**config.mk**
```make
export PLATFORM = sky130hd
export DESIGN_NAME = qdec_qp_derive
export DESIGN_NICKNAME = d
export VERILOG_FILES = /design/src/rtl/qdec_qp_derive.sv
export SDC_FILE = /design/constraint.sdc
export NUM_CORES = 2
export LEC_CHECK = 0
export ABC_AREA = 0
export CORE_MARGIN = 2
export CORE_UTILIZATION = 35
export CTS_CLUSTER_DIAMETER = 60
export DETAILED_ROUTE_END_ITERATION = 12
export SLEW_MARGIN = 5
export SYNTH_ARGS = -nofsm -noshare
export SYNTH_HDL_FRONTEND = slang
export SYNTH_SLANG_ARGS = --single-unit
export TNS_END_PERCENT = 10
```
**constraint.sdc**
```tcl
create_clock -name clk -period 5.65 [get_ports clk]
set_input_delay 1.13 -clock clk [delete_from_list [all_inputs] [get_ports clk]]
set_output_delay 1.13 -clock clk [all_outputs]
set_load 0.005 [all_outputs]
```
**src/rtl/qdec_qp_derive.sv**
```systemverilog
// -----------------------------------------------------------------------------
// qdec_qp_derive
//
// Luma QP derivation for one CU at a time. The delta-QP decoder upstream
// delivers cu_qp_delta_abs/sign; this block forms the QP predictor from the
// left/above quantization-group neighbours inside the current CTB, or from
// qPY_PREV at the CTB/QG edges. It then adds the delta and wraps the result
// into the legal range. The final QpY' (QpY + QpBdOffset) goes to dequant.
//
// A per-CTB QP map at 8x8 granularity (8x8 entries) holds the QP of every
// decoded CU so that later quantization groups can predict from it.
//
// Ports
//   clk, rst_n                   clock, asynchronous active-low reset
//   slice_start, slice_qp        new-slice pulse and SliceQpY + QpBdOffset
//   cu_start + geometry          CU position/size and QG flags (IDLE only)
//   log2_qg_size                 Log2MinCuQpDeltaSize
//   dqp_vld, cu_qp_delta_*       decoded delta QP (accepted in any state)
//   cu_done                      start derivation (IDLE only)
//   busy                         derivation/map update in progress
//   qp_y, qp_y_vld               derived QpY' and its one-cycle strobe
//
// Handshake: cu_start/cu_done are single-cycle pulses. They are accepted only
// while busy is low. Pulses that arrive while busy is high are dropped.
// qp_y is valid in the cycle qp_y_vld is high and holds until the next CU.
// -----------------------------------------------------------------------------
module qdec_qp_derive #(
    parameter int QP_BD_OFFSET = 0,
    parameter int QP_W         = 7
) (
    input  logic            clk,
    input  logic            rst_n,
    input  logic            slice_start,
    input  logic [QP_W-1:0] slice_qp,
    input  logic            cu_start,
    input  logic [2:0]      cu_x8,
    input  logic [2:0]      cu_y8,
    input  logic [2:0]      cu_log2_size,
    input  logic            qg_first,
    input  logic            qg_first_in_row,
    input  logic [2:0]      log2_qg_size,
    input  logic            dqp_vld,
    input  logic [7:0]      cu_qp_delta_abs,
    input  logic            cu_qp_delta_sign,
    input  logic            cu_done,
    output logic            busy,
    output logic [QP_W-1:0] qp_y,
    output logic            qp_y_vld
);

    localparam int QP_RANGE = 52 + QP_BD_OFFSET;

    typedef enum logic [1:0] {IDLE, PRED, CALC, WRITE} state_e;

    state_e          state_q,      state_d;
    logic [QP_W-1:0] last_qp_q,    last_qp_d;
    logic [QP_W-1:0] qg_prev_qp_q, qg_prev_qp_d;
    logic [8:0]      delta_q,      delta_d;     // two's complement CuQpDeltaVal
    logic [2:0]      xqg_q,        xqg_d;
    logic [2:0]      yqg_q,        yqg_d;
    logic [2:0]      cu_x8_q,      cu_x8_d;
    logic [2:0]      cu_y8_q,      cu_y8_d;
    logic [2:0]      cu_log2_q,    cu_log2_d;
    logic [QP_W-1:0] pred_q,       pred_d;
    logic [QP_W-1:0] qp_y_q,       qp_y_d;
    logic            qp_y_vld_q,   qp_y_vld_d;
    logic [2:0]      row_cnt_q,    row_cnt_d;
    logic [QP_W-1:0] map_q [8][8];
    logic [QP_W-1:0] map_d [8][8];

    // Combinational helpers
    logic [2:0]      qg_mask;
    logic [8:0]      delta_mag;
    logic [QP_W-1:0] qa, qb;
    logic [QP_W:0]   pred_sum;
    logic [10:0]     s0, s1, s2;
    logic [QP_W-1:0] qp_mod;
    logic [3:0]      n_cells;
    logic [2:0]      row_idx;

    // QG alignment: clear the low (log2_qg_size-3) bits of the 8x8 coordinate.
    assign qg_mask   = 3'b111 << (log2_qg_size - 3'd3);
    assign delta_mag = {1'b0, cu_qp_delta_abs};

    // Neighbours outside the current CTB are replaced by qPY_PREV. Stale map
    // entries from earlier CTBs therefore never reach the predictor.
    assign qa       = (xqg_q == 3'd0) ? qg_prev_qp_q : map_q[yqg_q][xqg_q - 3'd1];
    assign qb       = (yqg_q == 3'd0) ? qg_prev_qp_q : map_q[yqg_q - 3'd1][xqg_q];
    assign pred_sum = {1'b0, qa} + {1'b0, qb} + {{QP_W{1'b0}}, 1'b1};

    // pred already carries one QpBdOffset, so one range is added to keep the
    // sum non-negative for legal deltas. Two conditional subtracts then give
    // the modulo.
    assign s0     = 11'(pred_q) + {{2{delta_q[8]}}, delta_q} + 11'(QP_RANGE);
    assign s1     = (s0 >= 11'(QP_RANGE)) ? s0 - 11'(QP_RANGE) : s0;
    assign s2     = (s1 >= 11'(QP_RANGE)) ? s1 - 11'(QP_RANGE) : s1;
    assign qp_mod = QP_W'(s2);

    assign n_cells = 4'd1 << (cu_log2_q - 3'd3);
    assign row_idx = cu_y8_q + row_cnt_q;

    always_comb begin
        state_d      = state_q;
        last_qp_d    = last_qp_q;
        qg_prev_qp_d = qg_prev_qp_q;
        delta_d      = delta_q;
        xqg_d        = xqg_q;
        yqg_d        = yqg_q;
        cu_x8_d      = cu_x8_q;
        cu_y8_d      = cu_y8_q;
        cu_log2_d    = cu_log2_q;
        pred_d       = pred_q;
        qp_y_d       = qp_y_q;
        qp_y_vld_d   = 1'b0;
        row_cnt_d    = row_cnt_q;
        map_d        = map_q;

        if (cu_start && state_q == IDLE) begin
            cu_x8_d   = cu_x8;
            cu_y8_d   = cu_y8;
            cu_log2_d = cu_log2_size;
            if (qg_first) begin
                delta_d      = 9'd0;
                xqg_d        = cu_x8 & qg_mask;
                yqg_d        = cu_y8 & qg_mask;
                qg_prev_qp_d = (qg_first_in_row || slice_start) ? slice_qp : last_qp_q;
            end
        end

        // A later delta in the same QG overwrites the earlier one.
        if (dqp_vld) begin
            delta_d = cu_qp_delta_sign ? (~delta_mag + 9'd1) : delta_mag;
        end

        case (state_q)
            IDLE: begin
                if (cu_done) state_d = PRED;
            end
            PRED: begin
                pred_d  = QP_W'(pred_sum >> 1);
                state_d = CALC;
            end
            CALC: begin
                qp_y_d     = qp_mod;
                last_qp_d  = qp_mod;
                qp_y_vld_d = 1'b1;
                row_cnt_d  = 3'd0;
                state_d    = WRITE;
            end
            WRITE: begin
                // One map row per cycle. Indices wrap inside the 8x8 grid.
                for (int c = 0; c < 8; c++) begin
                    if (c < int'(n_cells)) map_d[row_idx][cu_x8_q + 3'(c)] = qp_y_q;
                end
                row_cnt_d = row_cnt_q + 3'd1;
                if ({1'b0, row_cnt_q} == n_cells - 4'd1) state_d = IDLE;
            end
            default: state_d = IDLE;
        endcase

        if (slice_start) last_qp_d = slice_qp;
    end

    always_ff @(posedge clk or negedge rst_n) begin
        if (!rst_n) begin
            state_q      <= IDLE;
            last_qp_q    <= '0;
            qg_prev_qp_q <= '0;
            delta_q      <= '0;
            xqg_q        <= '0;
            yqg_q        <= '0;
            cu_x8_q      <= '0;
            cu_y8_q      <= '0;
            cu_log2_q    <= 3'd3;
            pred_q       <= '0;
            qp_y_q       <= '0;
            qp_y_vld_q   <= 1'b0;
            row_cnt_q    <= '0;
            for (int r = 0; r < 8; r++) begin
                for (int c = 0; c < 8; c++) map_q[r][c] <= '0;
            end
        end else begin
            state_q      <= state_d;
            last_qp_q    <= last_qp_d;
            qg_prev_qp_q <= qg_prev_qp_d;
            delta_q      <= delta_d;
            xqg_q        <= xqg_d;
            yqg_q        <= yqg_d;
            cu_x8_q      <= cu_x8_d;
            cu_y8_q      <= cu_y8_d;
            cu_log2_q    <= cu_log2_d;
            pred_q       <= pred_d;
            qp_y_q       <= qp_y_d;
            qp_y_vld_q   <= qp_y_vld_d;
            row_cnt_q    <= row_cnt_d;
            map_q        <= map_d;
        end
    end

    assign busy     = (state_q != IDLE);
    assign qp_y     = qp_y_q;
    assign qp_y_vld = qp_y_vld_q;

endmodule
```
==> results.yml <==
outcome:
  status: "finished clean"
yosys:
  async_flop_share: 1.000
  synth_edf_count: 0
  ys_ff_latch: 506
  ys_warn_count: 0
  syn_inst: 2044
  synth_flop_cell: "dfrtp_1"
  synth-seq-area-share: 0.4446
  synth_fp_nets: 2128
  syn_avg_cell_area_um2: 13.94
  syn_area_um2: 28490
  ys_types: 63
floorplan:
  dieHeight_um: 289.3
  initial_core_util: 0.3537
  io_pins: 45
  dieWidth_um: 289.3
  dieArea_um2: 83690
  fp-row-count: 104
  core-area_um2: 80550
sta:
  fmax_mhz: 207.0
  slew_headroom: 0.2080
  fin_crit_sh: 0.8549
  period_minus_slack_ns: 4.830
  grt_setup_unrepaired: "false"
  hold_viol_final: 0
  drv_slew: 0
  fin_setup_tns_ns: 0
  max_slew.worst_pin.slew_ns: 1.185
  holdWs_ns: 0.5076
  setup_viol: 0
  setup_ws_ns: 0.8199
  finClkSkew_ns: 0.03440
worst_hold_path:
  min_to: "map_q[172]$_DFFE_PN0P_"
  hold_start: "map_q[172]$_DFFE_PN0P_"
  hold_class: "flop to flop"
  min_path_cells: 2
worst_setup_path:
  path_common_cell: "a21o_1"
  r2r_slack_ns: 0.82
  worstPathCellList: "inv_1 -> ha_1 -> xor2_4 -> buf_4 -> mux4_2 -> mux4_2 -> mux2_2 -> fa_1 -> a21o_1 -> a21o_1 -> a21o_1 -> a21oi_1 -> xnor2_1 -> nand2_1 -> o21ai_0"
  reg2reg_from: "yqg_q[0]$_DFFE_PN0P_"
  r2r-end: "pred_q[5]$_DFFE_PN0N_"
  critPathKind: "flop to flop"
  slowest_stage: "xor2_4"
  endpoint_kind: "flop"
  arrival_ns: 5.37
  r2r_cells: 15
  cp-start-kind: "flop"
  crit_required_ns: 6.19
  max_stage_delay_ns: 0.57
  worst-path-max-fanout: 8
drt:
  vias: 18500
  drt_wl_total_um: 80710
  first_pass_iters: 5
  via_per_inst: 5.878
  drc: 0
  drtIter0Drc: 1567
  wire_per_inst_um: 25.65
  ant_nets: 0
place:
  hpwl_um: 53720
  place_area_um2: 30210
  pre_cts_slack_ns: 0.8468
  port_buffers: 44
  gp_congestion: 0.8596
clocking:
  post_cts_buffers: 0
  cts-hold-fix-buffers: 0
  cts_tree: "done"
  root_buffer: "clkbuf_16"
  clock_sinks: 506
  cts_resized: 0
  htreeDepth: 2
  cts_buffers: 58
  clock_path_buffers: 3
  clock_latency_ns: 0.65
  cts.reportedPaths.clkPinSlew_ns: 0.06
power:
  p_int_w: 0.006082
  share_seq_of_total_power: 0.440
  powerDensity_nw_per_um2: 259.8
  p_sw_w: 0.002254
  p_leak_nw: 14.07
  combPwrFrac: 0.110
  ir_drop_mv: 0.2429
  pwr-share-clk: 0.449
  swShare: 0.2704
grt:
  grt_pass1_wl_um: 123800
  grt-ovfl-total: 0
  antenna_found_initial: 0
  grt_usage: 0.1954
  grt_pass1_vias: 19040
  grt_max_degree: 145
layout:
  layout-drive-gt1-share: 0.4116
  nets: 2131
  n_antenna_cell: 0
  finalInstanceArea_um2: 32080
  area_growth_pct: 12.61
flow_run:
  maxCapViolCount: 0
critical path, delay by kind of cell, from the launching register on:
| kind | cells | cell delay, ns |
|---|---|---|
| compound gates | 5 | 0.88 |
| xor+xnor | 2 | 0.72 |
| fa+ha+maj | 2 | 0.71 |
| buf+inv | 2 | 0.47 |
| flops | 1 | 0.52 |
| mux | 3 | 1.33 |
| simple gates | 1 | 0.08 |
Yosys cell counts (all sizes together), types with 10 or more instances:
cell type	instances	share of area
nor3	14	0.0025
mux2	421	0.17
o21ai	105	0.018
a21oi	31	0.0056
ha	45	0.020
nand2	205	0.027
buf	38	0.0068
mux4	289	0.23
nor2	49	0.0065
mux2i	29	0.010
nand2b	11	0.0024
xnor2	22	0.0068
dfrtp	504	0.44
xor2	10	0.0031
inv	42	0.0055
nand3	12	0.0021
clkbuf	108	0.014
cell usage in the layout (no fill, tap or decap), types with 5 or more instances in the layout:
cell type        Yosys  routed
and2_1               5       5
nor3b_1              7       7
nand3_1             12      12
dfrtp_1            504     495
buf_12               0      13
clkdlybuf4s50_1      0      43
inv_1               42      42
mux2i_1             29      29
mux4_2             289     289
buf_4                1      32
nor2_1              49      48
xnor2_1             22      22
clkbuf_1           108      17
or3_1                7       7
dfrtp_2              0       7
xor2_1              10       9
o21ai_0            104     104
nor2b_1              7       7
nor3_1              14      14
clkbuf_16            0      59
nand2_1            205     205
o22ai_1              5       5
ha_1                45      44
mux2_2             421     421
o31ai_1              7       7
nand2b_1            11      11
a21o_1               9       9
a21oi_1             30      30
clkbuf_8             0      11
per-stage QoR:
step | total power, W | cells | utilization
6_report | 0.008335 | 3147 | 0.3983
3_3_place_gp | 0.004638 | 3047 | 0.3751
4_1_cts | 0.008419 | 3147 | 0.3983
5_1_grt | 0.008648 | 3147 | 0.3983
3_5_place_dp | 0.004666 | 3047 | 0.3751
2_1_floorplan | 0.004258 | 2044 | -
power groups by stage:
stage	sequential (W)	clock [W]	combinational (W)
6_report	0.00367	0.00375	0.000918
2_1_floorplan	0.00374	0	0.000516
3_3_place_gp	0.00374	0	0.000902
3_5_place_dp	0.00374	0	0.000930
5_1_grt	0.00367	0.00397	0.00101
4_1_cts	0.00367	0.00381	0.000934
state kept, by name (all words and copies together), names as in the netlist:
name          count
cu_log2_q         3
cu_x8_q           3
cu_y8_q           3
delta_q           9
last_qp_q         7
map_q           448
pred_q            7
qg_prev_qp_q      7
qp_y              7
qp_y_vld          1
row_cnt_q         3
state_q           2
xqg_q             3
yqg_q             3
final cells by class:
cell class	instances	area, um^2
Tap cell	1060	1326
Clock inverter	13	178.9
Inverter	43	161.4
Clock buffer	87	1692
Timing Repair Buffer	89	945.9
Sequential cell	506	12680
Fill cell	7351	48470
Multi-Input combinational cell	1349	15100
metal layers:
metal,global-route usage,routed length (um),up-vias
met4,0.05232,2130,0
met1,0.2675,34120,9943
li1,-,-,7794
met2,0.3175,38960,632
met3,0.03913,5497,128
met5,0,0,-
cells by family (layout without fill, tap and decap cells):
logic type                 Yosys count  count (layout)  share of synthesized area
buffers and inverters              189             232                    0.02670
adders and majority gates           48              48                    0.02187
xor gates and xnor gates            32              32                   0.009838
DFF                                506             506                     0.4446
AOI/OAI and AO/OA                  198             198                    0.04172
muxes                              739             739                     0.4051
and+or+nand+nor                    332             332                    0.05024
worst max path at each step:
stage | startpoint | to | slack, ns | depth (start not counted)
2_1_floorplan | yqg_q[1]$_DFFE_PN0P_ | pred_q[5]$_DFFE_PN0N_ | 0.009 | 21
4_1_cts | yqg_q[0]$_DFFE_PN0P_ | pred_q[5]$_DFFE_PN0N_ | 0.81 | 15
3_5_place_dp | yqg_q[0]$_DFFE_PN0P_ | pred_q[5]$_DFFE_PN0N_ | 0.85 | 15
6_report | yqg_q[0]$_DFFE_PN0P_ | pred_q[5]$_DFFE_PN0N_ | 0.82 | 15
3_3_place_gp | yqg_q[0]$_DFFE_PN0P_ | pred_q[5]$_DFFE_PN0N_ | 0.83 | 15
5_1_grt | delta_q[1]$_DFFE_PN0P_ | last_qp_q[5]$_DFFE_PN0P_ | 0.39 | 18
Note: power is estimated with default switching activity, not from simulation.
